$ cat src/rtl/cpu_types_pkg.sv
// Shared CPU types: machine word, fetch FSM states and the PC increment helper.
package cpu_types_pkg;

   typedef logic [31:0] word_t;

   typedef enum logic {
      FETCH  = 1'b0,
      HALTED = 1'b1
   } fetch_state_t;

   localparam word_t WORD_ZERO = 32'h0000_0000;

   // Wraps naturally modulo 2^32.
   function automatic word_t pc_plus4(input word_t pc);
      return pc + 32'd4;
   endfunction

endpackage

$ cat src/rtl/ifid_reg.sv
// IF/ID pipeline register: flush loads a bubble, enable loads new contents, otherwise holds.
module ifid_reg
   import cpu_types_pkg::*;
(
   input  logic  CLK,
   input  logic  nRST,
   input  logic  en,
   input  logic  flush,
   input  word_t instr_in,
   input  word_t npc_in,
   input  logic  valid_in,
   output word_t instr,
   output word_t npc,
   output logic  valid
);

   word_t instr_q, instr_d;
   word_t npc_q, npc_d;
   logic  valid_q, valid_d;

   always_comb begin
      instr_d = instr_q;
      npc_d   = npc_q;
      valid_d = valid_q;
      if (flush) begin
         instr_d = WORD_ZERO;
         npc_d   = WORD_ZERO;
         valid_d = 1'b0;
      end else if (en) begin
         instr_d = instr_in;
         npc_d   = npc_in;
         valid_d = valid_in;
      end
   end

   always_ff @(posedge CLK or negedge nRST) begin
      if (!nRST) begin
         instr_q <= WORD_ZERO;
         npc_q   <= WORD_ZERO;
         valid_q <= 1'b0;
      end else begin
         instr_q <= instr_d;
         npc_q   <= npc_d;
         valid_q <= valid_d;
      end
   end

   assign instr = instr_q;
   assign npc   = npc_q;
   assign valid = valid_q;

endmodule

$ cat src/rtl/fetch_stage.sv
// Instruction fetch: PC register, FETCH/HALTED control and the IF/ID register.
module fetch_stage
   import cpu_types_pkg::*;
#(
   parameter word_t PC_INIT = 32'h0000_0000
) (
   input  logic        CLK,
   input  logic        nRST,
   input  logic        ihit,
   input  logic [31:0] imemload,
   input  logic        stall,
   input  logic        flush,
   input  logic        redirect,
   input  logic [31:0] redirect_pc,
   input  logic        halt,
   output logic        imemREN,
   output logic [31:0] imemaddr,
   output logic [31:0] ifid_instr,
   output logic [31:0] ifid_npc,
   output logic        ifid_valid
);

   fetch_state_t state_q, state_d;
   word_t        pc_q, pc_d;
   word_t        npc;
   logic         ifid_en;
   logic         ifid_clr;

   assign npc      = pc_plus4(pc_q);
   assign imemaddr = pc_q;

   always_comb begin
      state_d  = state_q;
      pc_d     = pc_q;
      ifid_en  = 1'b0;
      ifid_clr = 1'b0;
      imemREN  = (state_q == FETCH);
      if (state_q == FETCH) begin
         if (halt) begin
            state_d  = HALTED;
            ifid_clr = 1'b1;
         end else if (redirect) begin
            // The word returned this cycle belongs to the wrong path.
            pc_d     = redirect_pc;
            ifid_clr = 1'b1;
         end else if (stall) begin
            ifid_clr = flush;
         end else if (ihit) begin
            pc_d     = npc;
            ifid_en  = 1'b1;
            ifid_clr = flush;
         end else begin
            ifid_clr = 1'b1;
         end
      end
   end

   always_ff @(posedge CLK or negedge nRST) begin
      if (!nRST) begin
         state_q <= FETCH;
         pc_q    <= PC_INIT;
      end else begin
         state_q <= state_d;
         pc_q    <= pc_d;
      end
   end

   ifid_reg u_ifid (
      .CLK      (CLK),
      .nRST     (nRST),
      .en       (ifid_en),
      .flush    (ifid_clr),
      .instr_in (imemload),
      .npc_in   (npc),
      .valid_in (1'b1),
      .instr    (ifid_instr),
      .npc      (ifid_npc),
      .valid    (ifid_valid)
   );

endmodule
$ cat config.mk
export PLATFORM = sky130hd
export DESIGN_NAME = fetch_stage
export DESIGN_NICKNAME = d
export VERILOG_FILES = /design/src/rtl/cpu_types_pkg.sv /design/src/rtl/ifid_reg.sv /design/src/rtl/fetch_stage.sv
export SDC_FILE = /design/constraint.sdc
export NUM_CORES = 1
export LEC_CHECK = 0
export CAP_MARGIN = 10
export CORE_MARGIN = 2
export CORE_UTILIZATION = 51
export CTS_BUF_LIST = sky130_fd_sc_hd__clkbuf_4 sky130_fd_sc_hd__clkbuf_8
export DETAILED_ROUTE_END_ITERATION = 12
export PLACE_DENSITY = 0.95
export SYNTH_ARGS = -nofsm -noshare
export SYNTH_HDL_FRONTEND = slang
export SYNTH_SLANG_ARGS = --single-unit
$ cat constraint.sdc
create_clock -name CLK -period 3.75 [get_ports CLK]
set_input_delay 0.5625 -clock CLK [delete_from_list [all_inputs] [get_ports CLK]]
set_output_delay 0.5625 -clock CLK [all_outputs]
set_load 0.01 [all_outputs]
# Word-level counts from Yosys, hierarchy flattened
# Cells that the tools add are included.
[word_totals]
regBits = 98
input_bits = 71
wordCells = 33
[op_classes]
n_addsub = 1
eq_ne = 1
n_mux = 21
bitwise = 2
n_reduce_logical = 3
[ops]
columns = ["op", "n"]
rows = [
  ["$mux 32", 7],
  ["$add 32x3->32 const B", 1],
  ["$mux 1", 14],
  ["$reduce_and 4->1", 1],
  ["$reduce_bool 2->1", 2],
  ["$ne 2x1->1 const B", 1],
  ["$not 1->1", 2],
]

# Longest topological paths before layout
# Gate-level depths: netlist (run 1).
[logic_depth]
depth_word = 7
mapped_depth = 7

# Cells and area by module
# From an unflattened synthesis (run 1), not the netlist that was laid out.
[unflattened]
hier_cells = 530
area_unflattened_um2 = 5258.8
[modules_own_cells]
columns = ["module", "instances", "cells_each", "area_each_um2", "seq_area_each_um2"]
rows = [
  ["ifid_reg", 1, 209, 2667.6, 1626.6],
  ["fetch_stage", 1, 321, 2591.2, 825.8],
]

# Least setup slack after synthesis (run 1)
# OpenSTA, ideal clock, no wires.
[synth_timing]
path_type = "input-to-reg"
from = "in flush"
to = "reg u_ifid.npc_q[18] (netlist: u_ifid.npc[18])"
setup_ns = 0.069
arrival_time_ns = 2.107
path_slack_ns = 1.574
cell_stages = 6
path_buffers = 2
cell_sequence = "or4b_4 > or2_1 > buf_6 > buf_6 > or4_1 > nand3_1"
[synth_via]
elab_chain_len = 6
[synth_rtl]
columns = ["item", "line", "rtl"]
rows = [
  ["from (decl)", "fetch_stage.sv:12", "input logic flush,"],
  ["$mux 1", "fetch_stage.sv:48", "end else if (ihit) begin"],
  ["$mux 1 (*)", "fetch_stage.sv:46", "end else if (stall) begin"],
  ["$mux 1 (*)", "fetch_stage.sv:42", "end else if (redirect) begin"],
  ["$mux 1 (*)", "fetch_stage.sv:39", "if (halt) begin"],
  ["$mux 1 (*)", "fetch_stage.sv:38", "if (state_q == FETCH) begin"],
  ["$mux 32 or $reduce_bool 2->1 (tied branches)", "n/a", ""],
  ["to (signal assigned)", "ifid_reg.sv:43", "npc_q <= npc_d;"],
  ["to (decl)", "ifid_reg.sv:18", "word_t npc_q, npc_d;"],
]
# Every way passes the cells marked *; elsewhere a longest branch is shown, timed or not.
# A chain may end at the register's enable or synchronous reset.

# Final worst setup path (run 1)
[layout_timing]
from = "in stall"
to = "reg u_ifid.npc_q[26] (netlist: u_ifid.npc[26])"
[layout_via]
elab_chain_len = 5
[layout_rtl]
columns = ["item", "line", "rtl"]
rows = [
  ["from (decl)", "fetch_stage.sv:11", "input logic stall,"],
  ["$mux 1", "fetch_stage.sv:46", ""],
  ["$mux 1", "fetch_stage.sv:42", ""],
  ["$mux 1", "fetch_stage.sv:39", ""],
  ["$mux 1", "fetch_stage.sv:38", ""],
  ["$mux 32 or $reduce_bool 2->1 (tied branches)", "n/a", ""],
]
# Several ways; a longest one is shown, not always the timed one.

==> results of run 1 <==
## flip-flops by register name, indices dropped and copies added (netlist names)
register	cells
u_ifid.valid	1
imemaddr	32
state_q	1
u_ifid.instr	32
u_ifid.npc	32
## worst max-delay path: stages
cell	delay, ns
clkdlybuf4s50_1	0.46
or4b_4	0.60
or2_1	0.59
or4_1	0.64
nand3_1	0.10
## power breakdown
part | switching [mW] | internal (mW)
logic | 0.124 | 0.162
registers | 0.0556 | 1.09
clock network | 0.388 | 0.407
total | 0.568 | 1.65
## worst paths after layout
path,start,slack (ns),endpoint
hold reg to reg,u_ifid.npc[19],0.48,u_ifid.npc[19]
setup / recovery,stall,1.10,u_ifid.npc[26]
hold / removal,nRST,0.33,u_ifid.npc[13]
max in group asynchronous,nRST,2.51,u_ifid.instr[27]
setup reg to reg,imemaddr[18],1.31,imemaddr[30]
min in group CLK,u_ifid.npc[19],0.48,u_ifid.npc[19]
## cell type report
cell class | count | area, um2 | share of cell area (%)
Clock inverter | 5 | 86.3 | 1.24
Sequential cell | 98 | 2450 | 35.2
Clock buffer | 11 | 145 | 2.08
Timing Repair Buffer | 176 | 1730 | 24.9
Multi-Input combinational cell | 366 | 2350 | 33.7
Tap cell | 133 | 166 | 2.39
Inverter | 10 | 37.5 | 0.538
## layer usage
metal	up-vias	global-route usage [%]	part of all wire, %
li1	2256	-	-
met1	2522	38.4	38
met2	346	47.4	51
met3	64	4.10	8.2
met4	0	12.8	3.1
met5	-	0	0
## through the flow
| stage | power, mW | cells |
|---|---|---|
| global placement | 1.43 | 783 |
| global route | 2.29 | 799 |
| floorplan | 1.26 | 526 |
| detailed placement | 1.44 | 783 |
| CTS | 2.22 | 799 |
| finish | 2.22 | 799 |
## logic make-up (layout without fill, tap and decap cells)
group,count (synthesis),in the layout
xor gates and xnor gates,14,14
and+or+nand+nor,198,198
adders and majority gates,1,1
AOI/OAI and AO/OA,150,150
DFF,98,98
buffers and inverters,62,202
muxes,3,3
## placed cells by master, fill, tap and decap left out, types with 12 or more instances in the layout
cell	Yosys	routed
nor2_1	20	19
o21ai_0	26	25
dfrtp_1	98	98
nand2_1	49	49
or4_1	12	12
and3_1	16	16
nand4_1	19	19
nand3_1	34	34
nor4_1	13	13
clkdlybuf4s50_1	0	166
o211ai_1	20	20
a22o_1	35	35
a21oi_1	24	24
==> results by group, run 1 <==
Job
  – MaxCap Viol Count: 0

STA
  – Final Hold Slack: around 0.33 ns
  – F_max: 0.377 GHz
  – RSZ-0062 raised after global routing: no
  – Final Setup Violations: 0
  – Final period utilization: between 70 and 80%
  – Min Tclk post-route: approximately 2.6 ns
  – Final hold viol count: 0
  – Final setup TNS: 0 ns
  – Worst slew pin tran: about 1.0 ns
  – Max-slew headroom: approximately 30%
  – Setup skew after layout: roughly 0.018 ns
  – Final worst slack: between 1 and 1.5 ns
  – Fin. max-slew vios: 0

Logic synthesis
  – Yosys top cell area share: slightly below 50%
  – Most numerous cell in the Yosys netlist: dfrtp_1
  – Post-Syn Area: around 5000 um2
  – Adder-Cell Fraction of Synth Area: less than 1%
  – Mapped Cells: between 500 and 600
  – Multiplexer share of the synthesized area: less than 1%
  – Sequential element share of the synthesized area: between 40% and 50%
  – Post-synthesis compound-gate area fraction: 21.0%
  – Yosys warns: 0
  – Synth top cells by count: 98 x dfrtp_1, 49 x nand2_1, 37 x clkbuf_1
  – Net count after synthesis: roughly 600
  – Most common flop cell mapped by yosys: dfrtp_1
  – Number of flops mapped to enable cells by yosys: 0
  – Async S/R FF share, synth: between 90% and 100%
  – Main combinational cell family by area after synthesis: simple AND/OR/NAND/NOR gates
  – Flops & latches, synth: 98
  – XOR/XNOR share of the synthesized area: under 10%
  – Post-Synth Simple-Gate Area: between 20% and 30%
  – Post-synthesis cell type count: 55
  – Synth area leaders: dfrtp_1 49%, a22o_1 6.1%, nand2_1 3.6%
  – Post-synth top area cell: dfrtp_1
  – Synthesized area per cell: around 9.6 um2

Worst setup path
  – FF-to-FF path depth: 4
  – Crit path max fanout: 26
  – Startpoint types: input port
  – Critical Path AT: between 2 and 3 ns
  – CP Data Required Time: approximately 4.1 ns
  – Critical setup path kind: input port to flip-flop
  – CP endpoint kind: flip-flop

Route
  – Final wirelength: roughly 16000 um
  – Wire per inst: 19.7 um
  – Vias per cell: 6.49
  – DRC violations left: 0
  – Vias: 5188
  – Initial DRC count: roughly 710
  – DR pass1 iterations: 6
  – ANT nets after route: 0

Placement
  – Post-Place Cell Area: between 6000 and 7000 um2
  – GPL Wtd Cong: just over 1
  – I/O Buffers: 168
  – DP HPWL: ~11000 um
  – Post-Place Setup Slack: 0.753 ns

Clock tree
  – H-tree depth: 3
  – Clock root cell: clkbuf_8
  – Num CTS Buffers: 9
  – Clk sinks: around 100
  – Clock Path Buffers: 2
  – Post-CTS Hold Fix Bufs: 0
  – Clk slew on worst S/H paths: about 0.09 ns
  – Gates resized, CTS repair: 0
  – Post-CTS Setup Bufs: 0
  – CTS tree: done
  – Later-pin clock latency in the skew report: 0.38 ns

Global route
  – Total GRT Usage: a little under 30%
  – Global-route wire length before repair: 23900 um
  – Largest net degree at the start of global routing: between 70 and 80
  – Initial antenna violation count: 0
  – Vias in the first global route: 4819
  – Congestion Overflow GR: 0

Worst hold path
  – Hold Crit Class: input port to asynchronous set/reset pin

Cells and area
  – Final core occ: a little over 70%
  – N_diodes: 0
  – Nets: around 730
  – Share of layout cells above drive strength 1: roughly 5.7%
  – Final instance area: between 6000 and 7000 um2
  – Area added between synthesis and finish: 38.1%
  – Fillcell total: 652

Pwr
  – P_leak: about 2.8 nW
  – Pwr Density: between 300 and 400 nW/um2
  – Worst vdd ir: slightly below 0.3 mV

Die
  – Height of the die: between 100 and 150 um
  – Row cnt: 36
  – Core area: just under 10000 um2
  – Die span in x: slightly above 100 um
  – Die area: 10700 um2
  – Top Ports: 169
  – Initial Utilization: 52.1%

Status
  – Status: completed
No activity file was read; power rests on OpenSTA's default activity.
==> run 2: changes to the inputs <==
--- a/config.mk
+++ b/config.mk
@@ -7,10 +7,10 @@
 export LEC_CHECK = 0
 export CAP_MARGIN = 10
 export CORE_MARGIN = 2
-export CORE_UTILIZATION = 51
+export CORE_UTILIZATION = 48
 export CTS_BUF_LIST = sky130_fd_sc_hd__clkbuf_4 sky130_fd_sc_hd__clkbuf_8
 export DETAILED_ROUTE_END_ITERATION = 12
-export PLACE_DENSITY = 0.95
+export PLACE_DENSITY = 0.92
 export SYNTH_ARGS = -nofsm -noshare
 export SYNTH_HDL_FRONTEND = slang
 export SYNTH_SLANG_ARGS = --single-unit
==> constraint.sdc (replaced) <==
create_clock -name CLK -period 2.7 [get_ports CLK]
set_input_delay 0.405 -clock CLK [delete_from_list [all_inputs] [get_ports CLK]]
set_output_delay 0.405 -clock CLK [all_outputs]
set_load 0.01 [all_outputs]
==> run 2 against run 1 <==
  * Sequential power grew 39%
  * Largest power group unchanged
  * Critical endpoint is now u_ifid.npc[31]
  * Worst setup slack lost 0.76 ns
  * Largest cell class unchanged
  * Global-route usage shrank 1.4 points
  * Non-clock buffer count grew 5
==> results by group, run 2 (synthesis gave the netlist of run 1 again) <==
Pwr
  – P_leak: around 2.9 nW
  – Pwr Density: 447 nW/um2
  – Worst vdd ir: 0.252 mV
  – Tot Pwr: between 3 and 4 mW

Worst setup path
  – Startpoint types: flip-flop
  – Critical Path AT: 2.65 ns
  – Crit path max fanout: 18
  – Reg2Reg Setup Slack: 0.34 ns
  – Top cell family by delay on the critical path: simple AND/OR/NAND/NOR gates
  – FF-to-FF path depth: 4
  – Crit path largest cell delay: between 0.8 and 0.9 ns
  – CP endpoint kind: flip-flop
  – Crit-path slowest cell: or4_1
  – CP Data Required Time: roughly 3 ns
  – Cell Chain, Critical Path: nand4_4 -> or4_1 -> or3_1 -> o211ai_1
  – CP endpoint: u_ifid.npc[31]
  – Reg2reg start: imemaddr[18]
  – Critical setup path kind: flip-flop to flip-flop
  – Critical path depth: 4
  – Crit path from: imemaddr[18]
  – Buf/Inv on CP: 0
  – Worst R2R End: u_ifid.npc[31]

Cells and area
  – Final core occ: 68.8%
  – Nets: 738
  – Commonest cells after routing, fill and taps aside: 166 x clkdlybuf4s50_1, 98 x dfrtp_1, 49 x nand2_1
  – Layout Cells excl Fill: 807
  – Share of layout cells above drive strength 1: under 10%
  – Area added between synthesis and finish: 40.1%
  – N_diodes: 0
  – Final instance area: between 7000 and 8000 um2
  – Most common cell after layout, fill and taps aside: clkdlybuf4s50_1
  – Fillcell total: ~770

Global route
  – Total GRT Usage: 27.6%
  – Vias in the first global route: roughly 4800
  – Largest net degree at the start of global routing: 66
  – Congestion Overflow GR: 0
  – Initial antenna violation count: 0
  – Global-route wire length before repair: 24600 um

Die
  – Row cnt: 37
  – Initial Utilization: about half
  – Die area: 11400 um2
  – Core area: 10300 um2
  – Height of the die: between 100 and 150 um
  – Top Ports: roughly 170
  – Die span in x: ~110 um

Placement
  – Post-Place Setup Slack: between 0.06 and 0.07 ns
  – Placed cell count: 791
  – Post-Place Cell Area: between 6000 and 7000 um2
  – DP HPWL: between 10000 and 15000 um
  – I/O Buffers: 168
  – GPL Wtd Cong: 0.923

STA
  – Final setup TNS: 0 ns
  – Max-slew headroom: about 45%
  – Final period utilization: 87.3%
  – Final Hold Slack: around 0.010 ns
  – Fin. max-slew vios: 0
  – Min Tclk post-route: between 2 and 2.5 ns
  – Setup skew after layout: between 0.007 and 0.008 ns
  – Final Setup Violations: 0
  – RSZ-0062 raised after global routing: no
  – F_max: 0.424 GHz
  – Worst slew pin tran: between 0.8 and 0.9 ns
  – Final hold viol count: 0
  – Final worst slack: between 0.3 and 0.4 ns

Clock tree
  – Later-pin clock latency in the skew report: 0.38 ns
  – Post-CTS Setup Bufs: 0
  – CTS tree: done
  – Clock Path Buffers: 2
  – Clock root cell: clkbuf_8
  – Clk slew on worst S/H paths: ~0.1 ns
  – H-tree depth: 3
  – Gates resized, CTS repair: 0
  – Num CTS Buffers: 9
  – Clk sinks: 98
  – Post-CTS Hold Fix Bufs: 0

Job
  – MaxCap Viol Count: 0

Worst hold path
  – Hold Crit Class: input port to asynchronous set/reset pin

Route
  – Initial DRC count: ~590
  – Vias per cell: between 6 and 7
  – DRC violations left: 0
  – Final wirelength: around 16000 um
  – ANT nets after route: 0
  – Wire per inst: 19.2 um
  – Vias: 5055
  – DR pass1 iterations: 6

Status
  – Status: completed
[run 2: where the power goes]
part	internal, mW	total (mW)	leakage (nW)	switching [mW]
Combinational	0.229	0.404	1.46	0.175
Sequential	1.51	1.58	1.28	0.0724
Clock	0.642	1.17	0.119	0.533
Total	2.38	3.16	2.86	0.780
[run 2: layout make-up]
cell class / count / area [um2] / share of cell area [%]
clock buffers: 10 / 138 / 1.95
well taps: 136 / 170 / 2.41
flip-flops and latches: 98 / 2450 / 34.7
clock inverters: 6 / 114 / 1.61
inverters: 10 / 37.5 / 0.531
repair buffers: 181 / 1810 / 25.6
multi-input cells: 366 / 2350 / 33.2
[run 2: worst min path at each step]
stage / from / end / slack [ns]
after floorplan: nRST / imemaddr[0] / 0.11
after global placement: nRST / u_ifid.npc[14] / 0.42
after detailed placement: nRST / u_ifid.npc[14] / 0.43
after CTS: nRST / u_ifid.npc[14] / 0.03
after global routing: nRST / u_ifid.npc[13] / 0.05
final: nRST / u_ifid.npc[13] / 0.01
[run 2: worst reg2reg max path, cell delays in order (launching register included)]
cell      delay (ns)
dfrtp_1         0.56
nand4_4         0.22
or4_1           0.85
or3_1           0.47
o211ai_1        0.18
[run 2: metal layers]
| metal | track usage, % | up-vias | routed length (um) |
|---|---|---|---|
| met4 | 13.8 | 0 | 580 |
| li1 | - | 2269 | - |
| met1 | 35.3 | 2423 | 5910 |
| met2 | 45.1 | 307 | 7760 |
| met3 | 4.90 | 56 | 1270 |
| met5 | 0 | - | 0 |
==> run 3: changes to the inputs <==
--- a/config.mk
+++ b/config.mk
@@ -5,8 +5,7 @@
 export SDC_FILE = /design/constraint.sdc
 export NUM_CORES = 1
 export LEC_CHECK = 0
-export CAP_MARGIN = 10
-export CORE_MARGIN = 2
+export CAP_MARGIN = 20
 export CORE_UTILIZATION = 48
 export CTS_BUF_LIST = sky130_fd_sc_hd__clkbuf_4 sky130_fd_sc_hd__clkbuf_8
 export DETAILED_ROUTE_END_ITERATION = 12
==> run 3 against run 2 <==
  * First-iteration DRC count fell by 6.6%
  * Combinational power fell by 1%
  * Final cell count fell by 0.12%
  * Register-to-register slack got worse by 0.05 ns
  * Sequential share of layout area rose by 0.17 points
  * Worst hold slack got worse by 0.0018 ns
  * Critical path type unchanged
  * Largest cell class unchanged
==> results by group, run 3 (synthesis gave the netlist of run 1 again) <==
Status
  – Status: completed

Die
  – Top Ports: 169
  – Die span in x: about 100 um
  – Height of the die: between 100 and 150 um
  – Core area: around 10000 um2
  – Die area: approximately 11000 um2
  – Row cnt: 37
  – Initial Utilization: between 40% and 50%

STA
  – Final period utilization: around 90%
  – Fin. max-slew vios: 0
  – Setup skew after layout: around 0.007 ns
  – Min Tclk post-route: around 2.4 ns
  – Final setup TNS: 0 ns
  – Worst slew pin tran: between 0.7 and 0.8 ns
  – F_max: slightly above 0.4 GHz
  – Final Setup Violations: 0
  – Max-slew headroom: about 47%
  – Final hold viol count: 0
  – RSZ-0062 raised after global routing: no

Worst setup path
  – Worst R2R End: u_ifid.npc[18]
  – Top cell family by delay on the critical path: simple AND/OR/NAND/NOR gates
  – Critical Path AT: between 2 and 3 ns
  – Crit path largest cell delay: 0.69 ns
  – CP Data Required Time: 3.02 ns
  – Crit-path slowest cell: or4_1
  – Reg2Reg Setup Slack: between 0.2 and 0.3 ns
  – Buf/Inv on CP: 0
  – Cell Chain, Critical Path: ha_1 -> nand4_1 -> or4_1 -> or4_1 -> nand3_1
  – Crit path max fanout: 8
  – Startpoint types: flip-flop
  – Reg2reg start: imemaddr[2]
  – Cell mode on critical path: or4_1
  – CP endpoint kind: flip-flop
  – FF-to-FF path depth: 5
  – Critical setup path kind: flip-flop to flip-flop

Clock tree
  – Clk sinks: 98
  – Post-CTS Hold Fix Bufs: 0
  – Later-pin clock latency in the skew report: approximately 0.38 ns
  – Gates resized, CTS repair: 0
  – CTS tree: done
  – Num CTS Buffers: 9
  – Post-CTS Setup Bufs: 0
  – Clock root cell: clkbuf_8
  – Clock Path Buffers: 2
  – Clk slew on worst S/H paths: 0.10 ns
  – H-tree depth: 3

Global route
  – GRT busiest layer: met2
  – Met2 Track Usage GR: around 47%
  – Initial antenna violation count: 0
  – Met1 Use GR: 35.0%
  – Met3 global-route usage: around 4.7%
  – Total GRT Usage: roughly 28%
  – Vias in the first global route: just under 5000
  – Global-route wire length before repair: around 24000 um
  – Largest net degree at the start of global routing: 66
  – Congestion Overflow GR: 0

Route
  – ANT nets after route: 0
  – Vias: between 5000 and 6000
  – Vias per cell: ~6.2
  – DR pass1 iterations: 5
  – Initial DRC count: ~550
  – Wire per inst: 18.7 um
  – DRC violations left: 0
  – Final wirelength: about 15000 um

Cells and area
  – Area added between synthesis and finish: 39.4%
  – Commonest cells after routing, fill and taps aside: 166 x clkdlybuf4s50_1, 98 x dfrtp_1, 49 x nand2_1
  – Layout Cells excl Fill: a little over 800
  – Share of layout cells above drive strength 1: 6.27%
  – Final core occ: between 60% and 70%
  – Nets: approximately 740
  – Most common cell after layout, fill and taps aside: clkdlybuf4s50_1
  – N_diodes: 0
  – Final instance area: roughly 7000 um2

Job
  – MaxCap Viol Count: 0

Placement
  – Placed cell count: 790
  – Post-Place Cell Area: between 6000 and 7000 um2
  – I/O Buffers: about 170
  – DP HPWL: approximately 10000 um
  – GPL Wtd Cong: roughly 0.9

Pwr
  – Pwr Density: between 400 and 500 nW/um2
  – P_leak: 2.84 nW
  – Worst vdd ir: roughly 0.34 mV

Worst hold path
  – Hold Crit Class: input port to asynchronous set/reset pin
==> run 3: cell types whose count changed in the layout (fill, tap and decap cells not counted) <==
| cell | delta |
|---|---|
| inv_6 | +2 |
| clkbuf_8 | -1 |
| bufinv_16 | -1 |
| buf_4 | -1 |
==> run 3: final cells by class <==
type | count | area (um2)
multi-input cells | 366 | 2350
fillers | 780 | 3240
well taps | 136 | 170
clock inverters | 7 | 101
repair buffers | 180 | 1800
clock buffers | 9 | 124
inverters | 10 | 37.5
flip-flops and latches | 98 | 2450
==> run 3: metrics by stage <==
step,power [mW],hold WS (ns),setup slack (ns)
final,3.06,0.00840,0.294
after global placement,1.99,0.423,0.162
after global routing,3.17,0.0430,0.202
after floorplan,1.74,0.109,0.608
after detailed placement,2.01,0.428,0.0622
after CTS,3.07,0.0242,0.304
==> run 3: worst max-delay path by stage <==
stage                start        endpoint  slack, ns  cells after the start
6_report       imemaddr[2]  u_ifid.npc[18]       0.29                      5
5_1_grt        imemaddr[2]  u_ifid.npc[18]       0.20                      5
4_1_cts        imemaddr[2]  u_ifid.npc[18]       0.30                      5
3_5_place_dp         stall  u_ifid.npc[25]       0.06                      6
3_3_place_gp         flush  u_ifid.npc[25]       0.16                      6
2_1_floorplan  imemaddr[2]  u_ifid.npc[20]       0.61                      6
==> run 3: power by group <==
part | leakage [nW] | internal, mW | total, mW | switching, mW
combinational | 1.46 | 0.228 | 0.398 | 0.169
sequential | 1.28 | 1.51 | 1.58 | 0.0746
clock | 0.106 | 0.530 | 1.08 | 0.548
total | 2.84 | 2.27 | 3.06 | 0.792
==> run 3: layer usage <==
layer  routed length, um  vias to the layer above
met3                1140                       44
met2                7640                      273
met1                5880                     2415
met4                 435                        0
met5                   0                        -
li1                    -                     2269
==> edit, RTL diff (config.mk and constraints of run 2) <==
Reset style: synchronous (`nRST`), changed in 2 clocked blocks.
--- a/src/rtl/ifid_reg.sv
+++ b/src/rtl/ifid_reg.sv
@@ -34,5 +34,5 @@
    end
 
-   always_ff @(posedge CLK or negedge nRST) begin
+   always_ff @(posedge CLK) begin
       if (!nRST) begin
          instr_q <= WORD_ZERO;
--- a/src/rtl/fetch_stage.sv
+++ b/src/rtl/fetch_stage.sv
@@ -56,5 +56,5 @@
    end
 
-   always_ff @(posedge CLK or negedge nRST) begin
+   always_ff @(posedge CLK) begin
       if (!nRST) begin
          state_q <= FETCH;
Function: differs if nRST is asserted again (counterexample within 4 cycles, from zero or initial values and one cycle with nRST low); with nRST held inactive, the same outputs for 4 cycles.
==> edit against run 2 <==
- synthesized cell count up 11%
- sequential share of layout area down 5.4 points
- synthesized area down 6.1%
- via count down 2.4%
- critical path depth up 2
- setup slack better by 0.088 ns
- wire length down 9.0%
- total power down 8.7%
- maximum frequency up 3.9%
- sequential cell count unchanged
- design area down 5.3%
- final cell count up 6.8%
- critical endpoint is now imemaddr[28]$_SDFFE_PN0P_
==> edit: results (changes against run 2) <==
Result of the run: complete, no violations
Final net count: 796 (+7.9%)
Gate count of the mapped netlist: 582 (+11%)
Synth Net Count: 654 (+9.4%)
Final Routed Wirelength: 14120 um (-9.0%)
Clk_skew: 0.009172 ns (+0.002058 ns)
Ys async rst share: 0% (-100 points)
Fraction of layout instances using a drive strength above 1: 7.819% (+1.4 points)
Last weighted congestion value of the routability-driven placer: 0.9143 (-0.94%)
Worst rel slew slack: 48.56% (+3.8 points)
GRT Util Overall: 25.14% (-2.4 points)
Global-route wire length before repair: 21320 um (-13%)
Sequential fraction of the synthesis area: 41.40% (-7.2 points)
Share of the synthesized area in compound gates (AO/OA/AOI/OAI): 20.57% (-0.40 points)
Pre-Repair DR Iteration Count: 5 (-1)
Static Leak: 2.239 nW (-22%)
Adder-cell area share of the yosys netlist: 0.2641% (+0.016 points)
Cell total after placement: 846 (+7.0%)
Length of routed met2 wiring: 7066 um (-8.9%)
Violation count after the first detailed-routing iteration: 314 (-47%)
Post-synthesis cell type count: 59 (+7.3%)
Mux cell area share after synthesis: 0.4225% (-0.22 points)
Worst stage delay on the critical path: 0.55 ns (-0.30 ns)
GRT met3 Usage: 3.763% (-1.1 points)
Crit-path max FO: 7 (-11)
Hpwl dp: 10290 um (-4.3%)
Slowest stage cell, crit path: sky130_fd_sc_hd__or4b_1
Type of the worst min-delay path: flop to flop
Data arrival time at the worst-slack endpoint: 2.55 ns (-0.10 ns)
Fraction of met2 tracks used by global routing: 41.54% (-3.6 points)
-- edit: changes by cell type after synthesis, moves of 31 or more --
cell	change
sky130_fd_sc_hd__a21oi_1	+36
sky130_fd_sc_hd__a22o_1	-32
sky130_fd_sc_hd__dfrtp_1	-98
sky130_fd_sc_hd__dfxtp_1	+98
sky130_fd_sc_hd__nand2_1	+53
sky130_fd_sc_hd__nor2_1	+31
-- edit: per-stage QoR --
stage,hold WS (ns),util [%],instance area [um2],power (W),worst slack [ns]
floorplan,0.4455,-,4738,0.001734,0.8047
global placement,0.4419,67.16,6504,0.001953,0.4046
detailed placement,0.4492,67.16,6504,0.001965,0.3310
CTS,0.4647,69.13,6695,0.002886,0.4675
global route,0.4769,69.13,6695,0.002976,0.2797
finish,0.4624,69.13,6695,0.002882,0.4322
-- edit: power by group through the flow --
stage | Combinational [W] | Sequential, W | Clock (W)
5_1_grt | 0.000433 | 0.00154 | 0.00100
3_3_place_gp | 0.000391 | 0.00156 | 0
3_5_place_dp | 0.000400 | 0.00157 | 0
6_report | 0.000405 | 0.00153 | 0.000943
4_1_cts | 0.000403 | 0.00153 | 0.000951
2_1_floorplan | 0.000176 | 0.00156 | 0
-- edit: final cells by class --
| class | instances | area, um2 |
|---|---|---|
| clock buffer | 9 | 123.9 |
| clock inverter | 7 | 67.56 |
| fill | 753 | 2989 |
| inverter | 4 | 15.01 |
| multi-input combinational | 427 | 2539 |
| sequential | 98 | 1962 |
| tap | 133 | 166.4 |
| timing repair buffer | 184 | 1822 |
-- edit: worst paths after layout --
path	startpoint	end	slack, ns	cells after the start
setup / recovery	imemaddr[3]$_SDFFE_PN0P_	imemaddr[28]$_SDFFE_PN0P_	0.43	6
hold / removal	u_ifid.instr[22]$_SDFFE_PP0P_	u_ifid.instr[22]$_SDFFE_PP0P_	0.46	2
setup reg to reg	imemaddr[3]$_SDFFE_PN0P_	imemaddr[28]$_SDFFE_PN0P_	0.43	6
hold reg to reg	u_ifid.instr[22]$_SDFFE_PP0P_	u_ifid.instr[22]$_SDFFE_PP0P_	0.46	2
-- edit: worst register-to-register path, cell delays in order (launching register included) --
cell and delay, ns:
sky130_fd_sc_hd__dfxtp_1 0.47, sky130_fd_sc_hd__ha_1 0.31, sky130_fd_sc_hd__and4_1 0.40, sky130_fd_sc_hd__buf_4 0.22, sky130_fd_sc_hd__nand3_2 0.12, sky130_fd_sc_hd__or4b_1 0.55
sky130_fd_sc_hd__o211ai_1 0.12
-- edit: logic make-up (layout without fill, tap and decap cells) --
group	after synthesis	in the layout
xor gates and xnor gates	27	27
adders and majority gates	1	1
AOI/OAI and AO/OA	152	152
muxes	2	2
buffers and inverters	57	204
DFF	98	98
and+or+nand+nor	245	245
